File: config.mk
export PLATFORM = sky130hd
export DESIGN_NAME = add8b_seq
export DESIGN_NICKNAME = d
export VERILOG_FILES = /design/src/rtl/add8b_seq_pkg.sv /design/src/rtl/alu_fadd1b.sv /design/src/rtl/add8b_seq.sv
export SDC_FILE = /design/constraint.sdc
export NUM_CORES = 1
export LEC_CHECK = 0
export CAP_MARGIN = 30
export CELL_PAD_IN_SITES_DETAIL_PLACEMENT = 0
export CELL_PAD_IN_SITES_GLOBAL_PLACEMENT = 1
export CORE_AREA = 2 2 78 80
export DETAILED_ROUTE_END_ITERATION = 16
export DIE_AREA = 0 0 80 82
export GPL_ROUTABILITY_DRIVEN = 0
export GPL_TIMING_DRIVEN = 0
export PLACE_DENSITY = 0.83
export SLEW_MARGIN = 20
export SYNTH_ARGS = -nofsm -noshare
export SYNTH_HDL_FRONTEND = slang
export SYNTH_SLANG_ARGS = --single-unit
export TNS_END_PERCENT = 1
File: constraint.sdc
create_clock -name clk -period 7.7 [get_ports clk]
set_input_delay 2.31 -clock clk [delete_from_list [all_inputs] [get_ports clk]]
set_output_delay 2.31 -clock clk [all_outputs]
set_load 0.005 [all_outputs]
File: src/rtl/add8b_seq_pkg.sv
// add8b_seq_pkg: shared ALU constants and sequencer state encoding
//   DATASIZE_DEF : default operand width, shared with sub8b
//   state_t      : IDLE=0, RUN=1, DONE=2 (code 3 falls back to IDLE)
package add8b_seq_pkg;
    localparam int DATASIZE_DEF = 8;
    typedef enum logic [1:0] {IDLE = 2'd0, RUN = 2'd1, DONE = 2'd2} state_t;
endpackage

File: src/rtl/alu_fadd1b.sv
// alu_fadd1b: one-bit full adder cell, shared with sub8b (which feeds it inverted K)
//   a, b, ci : operand bits and carry-in
//   s, co, p : sum, carry-out, propagate a^b
module alu_fadd1b (
    input  logic a,
    input  logic b,
    input  logic ci,
    output logic s,
    output logic co,
    output logic p
);
    assign p  = a ^ b;
    assign s  = p ^ ci;
    assign co = (a & b) | (p & ci);
endmodule

File: src/rtl/add8b_seq.sv
// add8b_seq: bit-serial add-with-carry, one bit per clock, LSB first
//   clk, rst_n   : clock (rising edge), asynchronous active-low reset
//   start        : request, accepted only in IDLE or DONE
//   j, k, cin    : operands and carry-in, latched on an accepted start
//   s, c, p      : sum, per-bit carry-out (c[MSB] = final carry), per-bit propagate
//   busy, done   : high while adding; one-cycle pulse when s/c/p are final
module add8b_seq
    import add8b_seq_pkg::*;
#(
    parameter int DATASIZE = DATASIZE_DEF
) (
    input  logic                clk,
    input  logic                rst_n,
    input  logic                start,
    input  logic [DATASIZE-1:0] j,
    input  logic [DATASIZE-1:0] k,
    input  logic                cin,
    output logic [DATASIZE-1:0] s,
    output logic [DATASIZE-1:0] c,
    output logic [DATASIZE-1:0] p,
    output logic                busy,
    output logic                done
);
    localparam int CNTSIZE = $clog2(DATASIZE);
    localparam logic [CNTSIZE-1:0] LAST = CNTSIZE'(DATASIZE - 1);

    state_t              state;
    logic [CNTSIZE-1:0]  cnt;
    logic [DATASIZE-1:0] j_r, k_r;
    logic                cin_r;
    logic                fa_ci, fa_s, fa_co, fa_p;

    // Carry into bit n is the carry already written out for bit n-1.
    assign fa_ci = (cnt == '0) ? cin_r : c[cnt - 1'b1];

    alu_fadd1b u_fa (
        .a (j_r[cnt]),
        .b (k_r[cnt]),
        .ci(fa_ci),
        .s (fa_s),
        .co(fa_co),
        .p (fa_p)
    );

    always_ff @(posedge clk or negedge rst_n) begin
        if (!rst_n) begin
            state <= IDLE;
            cnt   <= '0;
            j_r   <= '0;
            k_r   <= '0;
            cin_r <= 1'b0;
            s     <= '0;
            c     <= '0;
            p     <= '0;
            busy  <= 1'b0;
            done  <= 1'b0;
        end else begin
            done <= 1'b0;
            case (state)
                IDLE, DONE: begin
                    state <= IDLE;
                    if (start) begin
                        j_r   <= j;
                        k_r   <= k;
                        cin_r <= cin;
                        s     <= '0;
                        c     <= '0;
                        p     <= '0;
                        cnt   <= '0;
                        busy  <= 1'b1;
                        state <= RUN;
                    end
                end
                RUN: begin
                    s[cnt] <= fa_s;
                    c[cnt] <= fa_co;
                    p[cnt] <= fa_p;
                    if (cnt == LAST) begin
                        cnt   <= '0;
                        busy  <= 1'b0;
                        done  <= 1'b1;
                        state <= DONE;
                    end else begin
                        cnt <= cnt + 1'b1;
                    end
                end
                default: begin
                    state <= IDLE;
                    busy  <= 1'b0;
                end
            endcase
        end
    end
endmodule

## Word-level counts from Yosys, hierarchy flattened

Cells that the tools add are included.

| storage, ports and cells | value |
|---|---|
| flip-flop bits (word level) | 48 |
| input port bits | 20 |
| output and inout port bits | 26 |

| cells by class | value |
|---|---|
| add/sub/neg operators | 2 |
| magnitude comparators | 3 |
| eq/ne operators | 5 |
| muxes and demuxes | 27 |
| bitwise gates (word level) | 5 |
| reductions and logical operators | 8 |

Operators with widths:

| kind | number |
|---|---|
| $pmux 8 s2 | 3 |
| $bwmux 8 | 3 |
| $mux 1 | 10 |
| $bmux 1 s3 | 3 |
| $lt 3x4->1 const B | 2 |
| $mux 8 | 1 |
| $mux 3 | 2 |
| $pmux 3 s2 | 1 |
| $reduce_and 2->1 | 3 |
| $ne 2x2->1 const B | 2 |
| $pmux 2 s2 | 1 |
| $add 3x1->3 const B | 1 |
| $demux 1 s3 | 1 |
| $eq 3x3->1 const B | 1 |
| $ge 3x1->1 const B | 1 |
| $logic_not 3->1 | 1 |
| $sub 3x1->3 const B | 1 |
| $and 1x1->1 | 2 |
| $eq 2x1->1 const B | 1 |
| $eq 2x2->1 const B | 1 |
| $logic_not 2->1 | 1 |
| $mux 2 | 1 |
| $pmux 1 s2 | 1 |
| $reduce_bool 2->1 | 1 |
| other kinds (4) | 5 |

## Depth between registers and ports, before layout

Gate-level depths: netlist of the first run.

| depth | value |
|---|---|
| depth in word-level cells | 8 |
| gate-level depth with buffers | 11 |
| depth with buffers taken out | 8 |

## By module

A second synthesis of the first run with hierarchy kept.

| second synthesis, totals | value |
|---|---|
| cells, all modules | 219 |
| area total of the unflattened synthesis | 2491.1 um^2 |

Modules (own cells, without submodules):

| module | instances | cells each | area an instance (um^2) | seq. area each (um^2) |
|---|---|---|---|---|
| add8b_seq | 1 | 217 | 2458.6 | 1201.2 |
| alu_fadd1b | 1 | 2 | 32.5 | 0.0 |

## Least setup slack after synthesis of the first run

OpenSTA, ideal clock, no wires.

| path | value |
|---|---|
| kind | input -> register |
| start point | input start |
| end point | register c[6] |
| arrival | 3098 ps |
| path slack | 4481 ps |
| stages on the path | 5 |
| path buffers | 2 |
| path through | nor2b_1 -> clkbuf_1 -> buf_2 -> mux2i_1 -> a22o_1 |

| between the ends | value |
|---|---|
| cells in the longest elaborated chain, start to end | 2 |

Ends and longest elaborated chain:

| item | RTL line | text |
|---|---|---|
| start: declaration | add8b_seq.sv:14 | `input logic start,` |
| $ne 2x2->1 (no source line) | - |  |
| $reduce_and 2->1 (no source line) | - |  |
| end signal: indexed assignment | add8b_seq.sv:76 | `c[cnt] <= fa_co;` |
| end: declaration | add8b_seq.sv:19 | `output logic [DATASIZE-1:0] c,` |

Every way passes these cells.
A chain may end at the register's enable or synchronous reset.

## Worst setup path in the final report of the first run

| path | value |
|---|---|
| start point | input start |
| end point | register s[6] |

| between the ends | value |
|---|---|
| cells in the longest elaborated chain, start to end | 2 |

Ends and longest elaborated chain:

| item | RTL line | text |
|---|---|---|
| $ne 2x2->1 (no source line) | - |  |
| $reduce_and 2->1 (no source line) | - |  |
| end signal: indexed assignment | add8b_seq.sv:75 | `s[cnt] <= fa_s;` |
| end: declaration | add8b_seq.sv:18 | `output logic [DATASIZE-1:0] s,` |

Every way passes these cells.

==> results.toml, run 1 <==
[final_layout]
fin_nets = 298
post_route_cells_drive_above_1_share_pct = 9.89
final_area_sq_um = 3000
num_antenna_cells = 0
synthesis_to_layout_area_growth_pct = 27.6
postLayoutCoreUtil_pct = 52.3

[clock_network]
htree_num_levels = 2
clk_latency_ps = 300
max-clock-path-buffers = 2
clock_sink_count = 48
cts_resized = 0
tritoncts = "yes"
post_cts_hold_buffer_count = 0
clock_root_buffer = "sky130_fd_sc_hd__clkbuf_8"
post-cts-setup-buffer-count = 0
path_clk_slew_ps = 80
total_clock_buffers_created_by_cts = 5

[detailed_routing]
detail_route.first_pass.iterations = 4
viasPerCell = 5.19
via_count = 1805
wl_per_cell_um = 15.1
maxUsedRoutingLayer = "met4"
detail_route.iter0.violations = 55
met3WireLength_um = 245
routed_wl_mm = 5.24
route.detailed.drc = 0
wirelength_met1_mm = 2.42
antenna_violating_nets_left = 0
met2RoutedLength_mm = 2.49

[sta]
max_clock_freq_mhz = 268
share_of_the_clock_period_used_by_the_worst_path_pct = 48.4
timing_worst_slew_pin_value_ps = 531
maxSlewHeadroom_pct = 64.6
setup_viol_count_final = 0
timing.setup.tns_ps = 0
setup_repair_after_global_routing_missed_its_margin = "false"
finalHoldViolCount = 0
period_needed_ps = 3730
finalMaxSlewViolations = 0
timing.clock.skew_ps = 4.84

[logic_synthesis]
post_synthesis_cell_area_sq_um = 2350
async_flop_share_pct = 100
post_synth.cell_area_avg_sq_um = 10.8
synth_ff_type = "sky130_fd_sc_hd__dfrtp_1"
synth_cell_type_count = 33
ys_warn_count = 0
synth_edf_count = 0
synth.yosys.seq_area_share_pct = 51.0
post_synth_inst_count = 219
number_of_nets_produced_by_synthesis = 245
ys_ff_latch = 48

[grt]
grt_pass1_wl_mm = 8.74
grtUsageTotal_pct = 17.8
globalRouteOverflowTotal = 0
grt_start_max_net_pins = 27
vias_in_the_first_global_route = 1813
antenna_found_initial = 0

[die]
die_width_um = 80
num_rows = 28
total_die_area_sq_um = 6560
initial_core_utilization_pct = 41.0
chipHeight_um = 82
design.core.area_sq_um = 5750
design.portCount = 46

[pwr]
report.power.total_w = 0.00132
p_leak_nw = 1.41
power.ir.vdd_worst_v = 0.000201
power_per_cell_area_nw_per_um2 = 440

[min_path]
timing.hold.worst.class = "reg -> reg"
holdCritStartpoint = "k_r[2]"

[worst_setup_path]
worst-path-max-fanout = 10
worst_ep_arrival_time_ps = 3920
cp.required_ps = 7890
end_kind = "register"
critical_path_class = "in -> reg"
startpoint_type = "input port"
reg2reg_from = "cnt[1]"
crit_start = "start"

[place]
dp.final_hpwl_mm = 3.81
dpl_cell_area_sq_um = 2910
placement.io_buffers = 45

[outcome]
result_of_the_run = "complete, no violations"

[run]
cap_viol_max_count = 0
-- worst max-delay path: stages --
cell and delay (ps):
sky130_fd_sc_hd__clkdlybuf4s50_1 510, sky130_fd_sc_hd__nor2b_1 140, sky130_fd_sc_hd__clkbuf_1 290, sky130_fd_sc_hd__buf_2 290, sky130_fd_sc_hd__mux2i_1 160, sky130_fd_sc_hd__a22o_1 210
-- sequential cells by signal, summed over array words and instances, names as in the netlist --
| signal | flops |
|---|---|
| s | 8 |
| k_r | 8 |
| c | 8 |
| j_r | 8 |
| done | 1 |
| state | 2 |
| cin_r | 1 |
| p | 8 |
| busy | 1 |
| cnt | 3 |
-- final cells by class --
cell class	count	area (sq um)
fillers	547	2740
flip-flops and latches	48	1200
multi-input cells	149	1040
repair buffers	46	465
plain buffers	17	96.3
well taps	75	93.8
clock buffers	8	90.1
inverters	5	18.8
-- cell usage in the layout (no fill, tap or decap) --
cell type                          n
sky130_fd_sc_hd__a21oi_1           2
sky130_fd_sc_hd__nor2b_1           4
sky130_fd_sc_hd__nor3_2            2
sky130_fd_sc_hd__nor4_4            2
sky130_fd_sc_hd__clkbuf_1          5
sky130_fd_sc_hd__nand3_1           4
sky130_fd_sc_hd__o31ai_1           1
sky130_fd_sc_hd__nor3_1            2
sky130_fd_sc_hd__nand4_1           1
sky130_fd_sc_hd__ha_1              5
sky130_fd_sc_hd__buf_4             4
sky130_fd_sc_hd__clkdlybuf4s50_1  44
sky130_fd_sc_hd__a32o_1            3
sky130_fd_sc_hd__and2_1            3
sky130_fd_sc_hd__nand3b_1          2
sky130_fd_sc_hd__mux4_2            1
sky130_fd_sc_hd__nor3b_1           4
sky130_fd_sc_hd__inv_1             5
sky130_fd_sc_hd__a221o_1           2
sky130_fd_sc_hd__nor2_1            6
sky130_fd_sc_hd__fa_1              1
sky130_fd_sc_hd__and3b_1           3
sky130_fd_sc_hd__buf_6             1
sky130_fd_sc_hd__mux2_4            1
sky130_fd_sc_hd__buf_12            1
sky130_fd_sc_hd__o21ai_0           4
sky130_fd_sc_hd__buf_1             1
sky130_fd_sc_hd__mux4_1            2
sky130_fd_sc_hd__clkbuf_8          6
sky130_fd_sc_hd__o22ai_1           3
sky130_fd_sc_hd__nand2_1          56
sky130_fd_sc_hd__a22o_1           21
sky130_fd_sc_hd__buf_2             9
sky130_fd_sc_hd__dfrtp_1          48
sky130_fd_sc_hd__mux2i_1          11
sky130_fd_sc_hd__nand2b_1          3
-- cells by family after synthesis --
group                      count (synthesis)  share of synthesized area [%]
muxes                                     15                           8.50
adders and majority gates                  6                           3.51
buffers and inverters                     22                           4.89
and+or+nand+nor                           92                           19.8
DFF                                       48                           51.0
AOI/OAI and AO/OA                         36                           12.3
-- cells in the mapped netlist, types with 2 or more instances --
| cell type | n | area, sq um |
|---|---|---|
| sky130_fd_sc_hd__a21oi_1 | 2 | 10.0 |
| sky130_fd_sc_hd__a221o_1 | 2 | 20.0 |
| sky130_fd_sc_hd__a22o_1 | 21 | 184 |
| sky130_fd_sc_hd__a32o_1 | 3 | 30.0 |
| sky130_fd_sc_hd__and2_1 | 3 | 18.8 |
| sky130_fd_sc_hd__and3b_1 | 3 | 26.3 |
| sky130_fd_sc_hd__buf_2 | 8 | 40.0 |
| sky130_fd_sc_hd__buf_4 | 4 | 30.0 |
| sky130_fd_sc_hd__clkbuf_1 | 3 | 11.3 |
| sky130_fd_sc_hd__dfrtp_1 | 48 | 1200 |
| sky130_fd_sc_hd__ha_1 | 5 | 62.6 |
| sky130_fd_sc_hd__inv_1 | 5 | 18.8 |
| sky130_fd_sc_hd__mux2i_1 | 11 | 110 |
| sky130_fd_sc_hd__mux4_1 | 2 | 52.6 |
| sky130_fd_sc_hd__nand2_1 | 56 | 210 |
| sky130_fd_sc_hd__nand2b_1 | 3 | 18.8 |
| sky130_fd_sc_hd__nand3_1 | 4 | 20.0 |
| sky130_fd_sc_hd__nand3b_1 | 2 | 15.0 |
| sky130_fd_sc_hd__nor2_1 | 6 | 22.5 |
| sky130_fd_sc_hd__nor2b_1 | 4 | 25.0 |
| sky130_fd_sc_hd__nor3_1 | 2 | 10.0 |
| sky130_fd_sc_hd__nor3_2 | 2 | 20.0 |
| sky130_fd_sc_hd__nor3b_1 | 4 | 30.0 |
| sky130_fd_sc_hd__nor4_4 | 2 | 42.5 |
| sky130_fd_sc_hd__o21ai_0 | 4 | 20.0 |
| sky130_fd_sc_hd__o22ai_1 | 3 | 18.8 |
-- per-layer routing --
layer  vias to the layer above  GRT usage [%]
met4                         0           6.10
met5                         -              0
met2                        39           28.3
met1                       891           24.3
li1                        870              -
met3                         5           3.52
-- through the flow --
stage / setup WS [ps] / cells / hold slack (ps)
floorplan: 4480 / 219 / 440
global placement: 3010 / 339 / 454
detailed placement: 3660 / 340 / 464
CTS: 3970 / 348 / 484
global route: 3880 / 348 / 503
finish: 3970 / 348 / 483
-- worst paths after layout --
check                          to  slack (ps)  cells after the start
setup / recovery             s[6]        3970                      6
hold / removal             k_r[2]         480                      2
setup reg to reg             s[7]        4750                     11
hold reg to reg            k_r[2]         480                      2
max in group asynchronous    c[3]        5200                      2
min in group asynchronous  k_r[1]        1980                      1
-- report_power, final --
group	switching, W	internal [W]
Combinational	0.000392	0.000353
Sequential	0.0000664	0.000357
Clock	0.0000799	0.0000733
No activity file was read; power rests on OpenSTA's default activity.
==> run 2: changes to the inputs <==
Settings changed: CORE_AREA 2 2 78 80 to 2 2 80 82, DIE_AREA 0 0 80 82 to 0 0 82 84, PLACE_DENSITY 0.83 to 0.8.
Clock period 7.7 ns to 3.7 ns, I/O delays scaled along.
==> run 2 against run 1 <==
- first-iteration DRC count rose to 2.7 times the previous value
- power rose by 110%
- cell area rose by 0.33%
- clock skew hardly changed
- worst hold slack got worse by 4.6 ps
- critical path depth increased by 5
- final cell count grew 0.57%
- combinational power grew 110%
- critical path type is now reg -> reg
==> results.toml, run 2 (same netlist as run 1, synthesis figures left out) <==
[sta]
timing.setup.tns_ps = 0
period_needed_ps = 2930
share_of_the_clock_period_used_by_the_worst_path_pct = 79.3
max_clock_freq_mhz = 341
setup_repair_after_global_routing_missed_its_margin = "false"
setup_viol_count_final = 0
timing.clock.skew_ps = 5.13
maxSlewHeadroom_pct = 59.4
finalMaxSlewViolations = 0
finalHoldViolCount = 0
timing_worst_slew_pin_value_ps = 609

[detailed_routing]
viasPerCell = 5.09
wl_per_cell_um = 15.3
via_count = 1780
antenna_violating_nets_left = 0
detail_route.iter0.violations = 148
route.detailed.drc = 0
routed_wl_mm = 5.35
detail_route.first_pass.iterations = 4

[die]
design.core.area_sq_um = 6100
total_die_area_sq_um = 6890
initial_core_utilization_pct = 38.6
chipHeight_um = 84
die_width_um = 82
num_rows = 29
design.portCount = 46

[grt]
grt_pass1_wl_mm = 9.28
antenna_found_initial = 0
grt_start_max_net_pins = 26
vias_in_the_first_global_route = 1827
globalRouteOverflowTotal = 0
grtUsageTotal_pct = 17.7

[final_layout]
fin_nets = 298
n_fill_cell = 581
most_used_cells_in_the_layout_excluding_fill_and_tap_cells = "56 x sky130_fd_sc_hd__nand2_1, 48 x sky130_fd_sc_hd__dfrtp_1, 44 x sky130_fd_sc_hd__clkdlybuf4s50_1"
post_route_cells_drive_above_1_share_pct = 9.89
synthesis_to_layout_area_growth_pct = 28.0
num_antenna_cells = 0
layout_commonest_cell = "sky130_fd_sc_hd__nand2_1"
postLayoutCoreUtil_pct = 49.4

[clock_network]
htree_num_levels = 2
clock_sink_count = 48
path_clk_slew_ps = 80
clk_latency_ps = 300
tritoncts = "yes"
post-cts-setup-buffer-count = 0
total_clock_buffers_created_by_cts = 5
post_cts_hold_buffer_count = 0
cts_resized = 0
max-clock-path-buffers = 2
clock_root_buffer = "sky130_fd_sc_hd__clkbuf_8"

[worst_setup_path]
cp.required_ps = 3920
worst_ep_arrival_time_ps = 3160
startpoint_type = "register"
worst-r2r-setup-slack_ps = 770
end_kind = "register"
regToRegEndpoint = "s[7]"
critical_path_class = "reg -> reg"
worst-path-max-fanout = 10
reg2reg_from = "cnt[0]"
reg2regPathDepth = 11

[min_path]
timing.hold.worst.class = "reg -> reg"
whs_endpoint = "k_r[6]"
holdCritStartpoint = "k_r[6]"
worstHoldPathCells = 2

[pwr]
p_leak_nw = 1.42
power.ir.vdd_worst_v = 0.000496
power_per_cell_area_nw_per_um2 = 914

[run]
cap_viol_max_count = 0

[place]
placement.io_buffers = 45
dp.final_hpwl_mm = 3.94

[outcome]
result_of_the_run = "complete, no violations"
[run 2: cell counts in the layout (fill, tap and decap cells not counted)]
Identical to the previous run, type by type.
[run 2: final cells by class]
type	instances	area (sq um)	area share [%]
multi-input combinational	149	1040	34.5
buffer	17	96.3	3.20
inverter	5	18.8	0.623
sequential	48	1200	39.9
tap	77	96.3	3.20
timing repair buffer	46	473	15.7
clock buffer	8	90.1	2.99
[run 2: per-layer routing]
metal / track usage (%) / part of all wire [%] / vias to the layer above / wire length [um]
met2: 26.4 / 47 / 38 / 2520
met4: 5.00 / 1.4 / 0 / 77
met3: 3.79 / 3.9 / 6 / 208
li1: - / - / 871 / -
met5: 0 / 0 / - / 0
met1: 25.9 / 48 / 865 / 2550
[run 2: power by group]
group          switching (W)  internal [W]
Clock               0.000167      0.000153
Sequential          0.000141      0.000743
Combinational       0.000819      0.000734
Total                0.00113       0.00163
[run 2: stage by stage]
stage | hold WS, ps | instance area, sq um | total power (W) | instances | worst slack [ps]
after floorplan | 440 | 2350 | 0.00190 | 219 | 1090
after global placement | 455 | 2900 | 0.00243 | 341 | 216
after detailed placement | 466 | 2920 | 0.00246 | 342 | 762
after CTS | 487 | 3010 | 0.00278 | 350 | 743
after global routing | 515 | 3010 | 0.00300 | 350 | 522
final | 478 | 3010 | 0.00276 | 350 | 765
[run 2: worst max-delay path: stages, from the launching register on]
cell                      delay, ps
sky130_fd_sc_hd__dfrtp_1        410
sky130_fd_sc_hd__buf_6          180
sky130_fd_sc_hd__buf_4          190
sky130_fd_sc_hd__inv_1          160
sky130_fd_sc_hd__ha_1           390
sky130_fd_sc_hd__mux4_1         320
sky130_fd_sc_hd__nand3_1        110
sky130_fd_sc_hd__nand4_1        140
sky130_fd_sc_hd__fa_1           550
sky130_fd_sc_hd__buf_4          170
sky130_fd_sc_hd__nand2_1         60
sky130_fd_sc_hd__o22ai_1        170
[run 2: worst max path at each step]
stage          startpoint   end  cells after the start
6_report           cnt[0]  s[7]                     11
5_1_grt            cnt[1]  s[7]                     11
4_1_cts            cnt[0]  c[0]                     10
3_5_place_dp       cnt[0]  c[0]                     10
3_3_place_gp        rst_n  p[5]                      1
2_1_floorplan      cnt[0]  s[0]                     10
==> run 3: changes to the inputs <==
Clock period 3.7 ns to 2.8 ns, I/O delays scaled along.
==> run 3 against run 2 <==
- via count is 2.5% higher
- register-to-register slack worse by 600 ps
- non-clock buffer count up 6
- cell area grew 3.0%
- final cell count grew 1.7%
- flip-flop and latch count unchanged
- worst hold slack better by 3.1 ps
- global-route usage is 0.20 points lower
- sequential share of layout area decreased by 1.2 points
- clock skew is 2.6 ps higher
- clock-buffer cell count did not move
- largest cell class unchanged
==> results.toml, run 3 (same netlist as run 1, synthesis figures left out) <==
[pwr]
switchingPower_w = 0.00152
power.sequential.fraction_pct = 30.8
p_sw_share_pct = 40.0
power.clock.fraction_pct = 11.2
comb_power_share_pct = 58.0
p_leak_nw = 1.45
power_per_cell_area_nw_per_um2 = 1220
power.ir.vdd_worst_v = 0.000683
p_int_w = 0.00228

[sta]
timing.setup.tns_ps = 0
maxSlewHeadroom_pct = 59.5
setup_slack_ps = 167
timing_worst_slew_pin_value_ps = 607
finalMaxSlewViolations = 0
setup_repair_after_global_routing_missed_its_margin = "false"
share_of_the_clock_period_used_by_the_worst_path_pct = 94.0
period_needed_ps = 2630
final.hold.worst_slack_ps = 481
setup_viol_count_final = 0
timing.clock.skew_ps = 7.71
max_clock_freq_mhz = 380
finalHoldViolCount = 0

[final_layout]
synthesis_to_layout_area_growth_pct = 31.9
fin_nets = 304
post_route_cells_drive_above_1_share_pct = 13.3
layout_commonest_cell = "sky130_fd_sc_hd__nand2_1"
n_fill_cell = 573
instances_no_fill = 356
most_used_cells_in_the_layout_excluding_fill_and_tap_cells = "56 x sky130_fd_sc_hd__nand2_1, 48 x sky130_fd_sc_hd__dfrtp_1, 44 x sky130_fd_sc_hd__clkdlybuf4s50_1"
final_area_sq_um = 3110
num_antenna_cells = 0

[grt]
vias_in_the_first_global_route = 1827
antenna_found_initial = 0
grt_pass1_wl_mm = 9.20
globalRouteOverflowTotal = 0
grtUsageTotal_pct = 17.5
grt_start_max_net_pins = 26

[place]
post-place-cells = 342
dp.final_hpwl_mm = 3.94
placement.io_buffers = 45
pre_cts_ws_ps = -138
dpl_cell_area_sq_um = 2920

[clock_network]
max-clock-path-buffers = 2
tritoncts = "yes"
clock_root_buffer = "sky130_fd_sc_hd__clkbuf_8"
htree_num_levels = 2
path_clk_slew_ps = 90
total_clock_buffers_created_by_cts = 5
clock_sink_count = 48
clk_latency_ps = 300

[die]
die_width_um = 82
chipHeight_um = 84
design.core.area_sq_um = 6100
num_rows = 29
design.portCount = 46
total_die_area_sq_um = 6890
initial_core_utilization_pct = 38.6

[detailed_routing]
wirelength_met1_mm = 2.55
maxUsedRoutingLayer = "met4"
detail_route.iter0.violations = 107
met2RoutedLength_mm = 2.54
detail_route.first_pass.iterations = 4
met3WireLength_um = 229
via_count = 1825
route.detailed.drc = 0
wl_per_cell_um = 15.1
viasPerCell = 5.13
routed_wl_mm = 5.39
antenna_violating_nets_left = 0

[worst_setup_path]
critical_path_class = "reg -> reg"
end_kind = "register"
worst-path-max-fanout = 10
cp.required_ps = 3020
worst_ep_arrival_time_ps = 2850
startpoint_type = "register"

[outcome]
result_of_the_run = "complete, no violations"

[run]
cap_viol_max_count = 0

[min_path]
timing.hold.worst.class = "reg -> reg"
## run 3: changes by cell type in the layout (fill, tap and decap cells not counted)
cell                         delta
sky130_fd_sc_hd__buf_1          -1
sky130_fd_sc_hd__buf_12         +1
sky130_fd_sc_hd__buf_2          -1
sky130_fd_sc_hd__buf_4          +6
sky130_fd_sc_hd__buf_8          +1
sky130_fd_sc_hd__clkinvlp_4     +2
sky130_fd_sc_hd__ha_1           -1
sky130_fd_sc_hd__ha_4           +1
sky130_fd_sc_hd__inv_1          -2
## run 3: critical path: stages, from the launching register on
cell and delay [ps]:
sky130_fd_sc_hd__dfrtp_1 370, sky130_fd_sc_hd__buf_6 130, sky130_fd_sc_hd__buf_8 140, sky130_fd_sc_hd__clkinvlp_4 120
sky130_fd_sc_hd__ha_4 300, sky130_fd_sc_hd__mux4_1 300, sky130_fd_sc_hd__nand3_1 110, sky130_fd_sc_hd__nand4_1 140
sky130_fd_sc_hd__fa_1 550, sky130_fd_sc_hd__buf_4 170, sky130_fd_sc_hd__nand2_1 60, sky130_fd_sc_hd__o22ai_1 170
## run 3: area by class of cell
class	count	area (sq um)	share of cell area [%]
tap	77	96.3	3.10
inverter	5	26.3	0.846
multi-input combinational	149	1050	33.8
clock buffer	8	90.1	2.90
sequential	48	1200	38.7
buffer	15	108	3.46
timing repair buffer	54	533	17.2
## run 3: timing repair
action | in CTS | in global routing
cloned | 0 | 0
pin swaps | 0 | 1
resized for setup | 4 | 5
hold buffers | 0 | 0
setup endpoints to repair | 16 | 15
setup buffers | 4 | 4
## run 3: per-layer routing
metal	GRT usage (%)	vias up
met4	5.00	0
li1	-	885
met2	26.4	41
met3	3.79	6
met1	25.2	893
met5	0	-
## run 3: stage by stage
step / util [%] / power [W]
final: 50.9 / 0.00379
after detailed placement: 48.0 / 0.00325
after floorplan: - / 0.00250
after CTS: 50.1 / 0.00375
after global routing: 50.9 / 0.00411
after global placement: 47.6 / 0.00321
## run 3: worst paths after layout
check                      endpoint    from  slack (ps)  depth (start not counted)
setup / recovery               s[7]  cnt[0]         170                         11
hold / removal               k_r[5]  k_r[5]         480                          2
setup reg to reg               s[7]  cnt[0]         170                         11
hold reg to reg              k_r[5]  k_r[5]         480                          2
max in group asynchronous    j_r[4]   rst_n        1730                          2
min in group asynchronous    k_r[1]   rst_n         540                          1
## run 3: power groups by stage
stage	combinational (W)	clock, W	sequential (W)
floorplan	0.00136	0	0.00115
global placement	0.00203	0	0.00118
detailed placement	0.00206	0	0.00118
CTS	0.00214	0.000435	0.00117
global route	0.00244	0.000459	0.00121
finish	0.00220	0.000425	0.00117
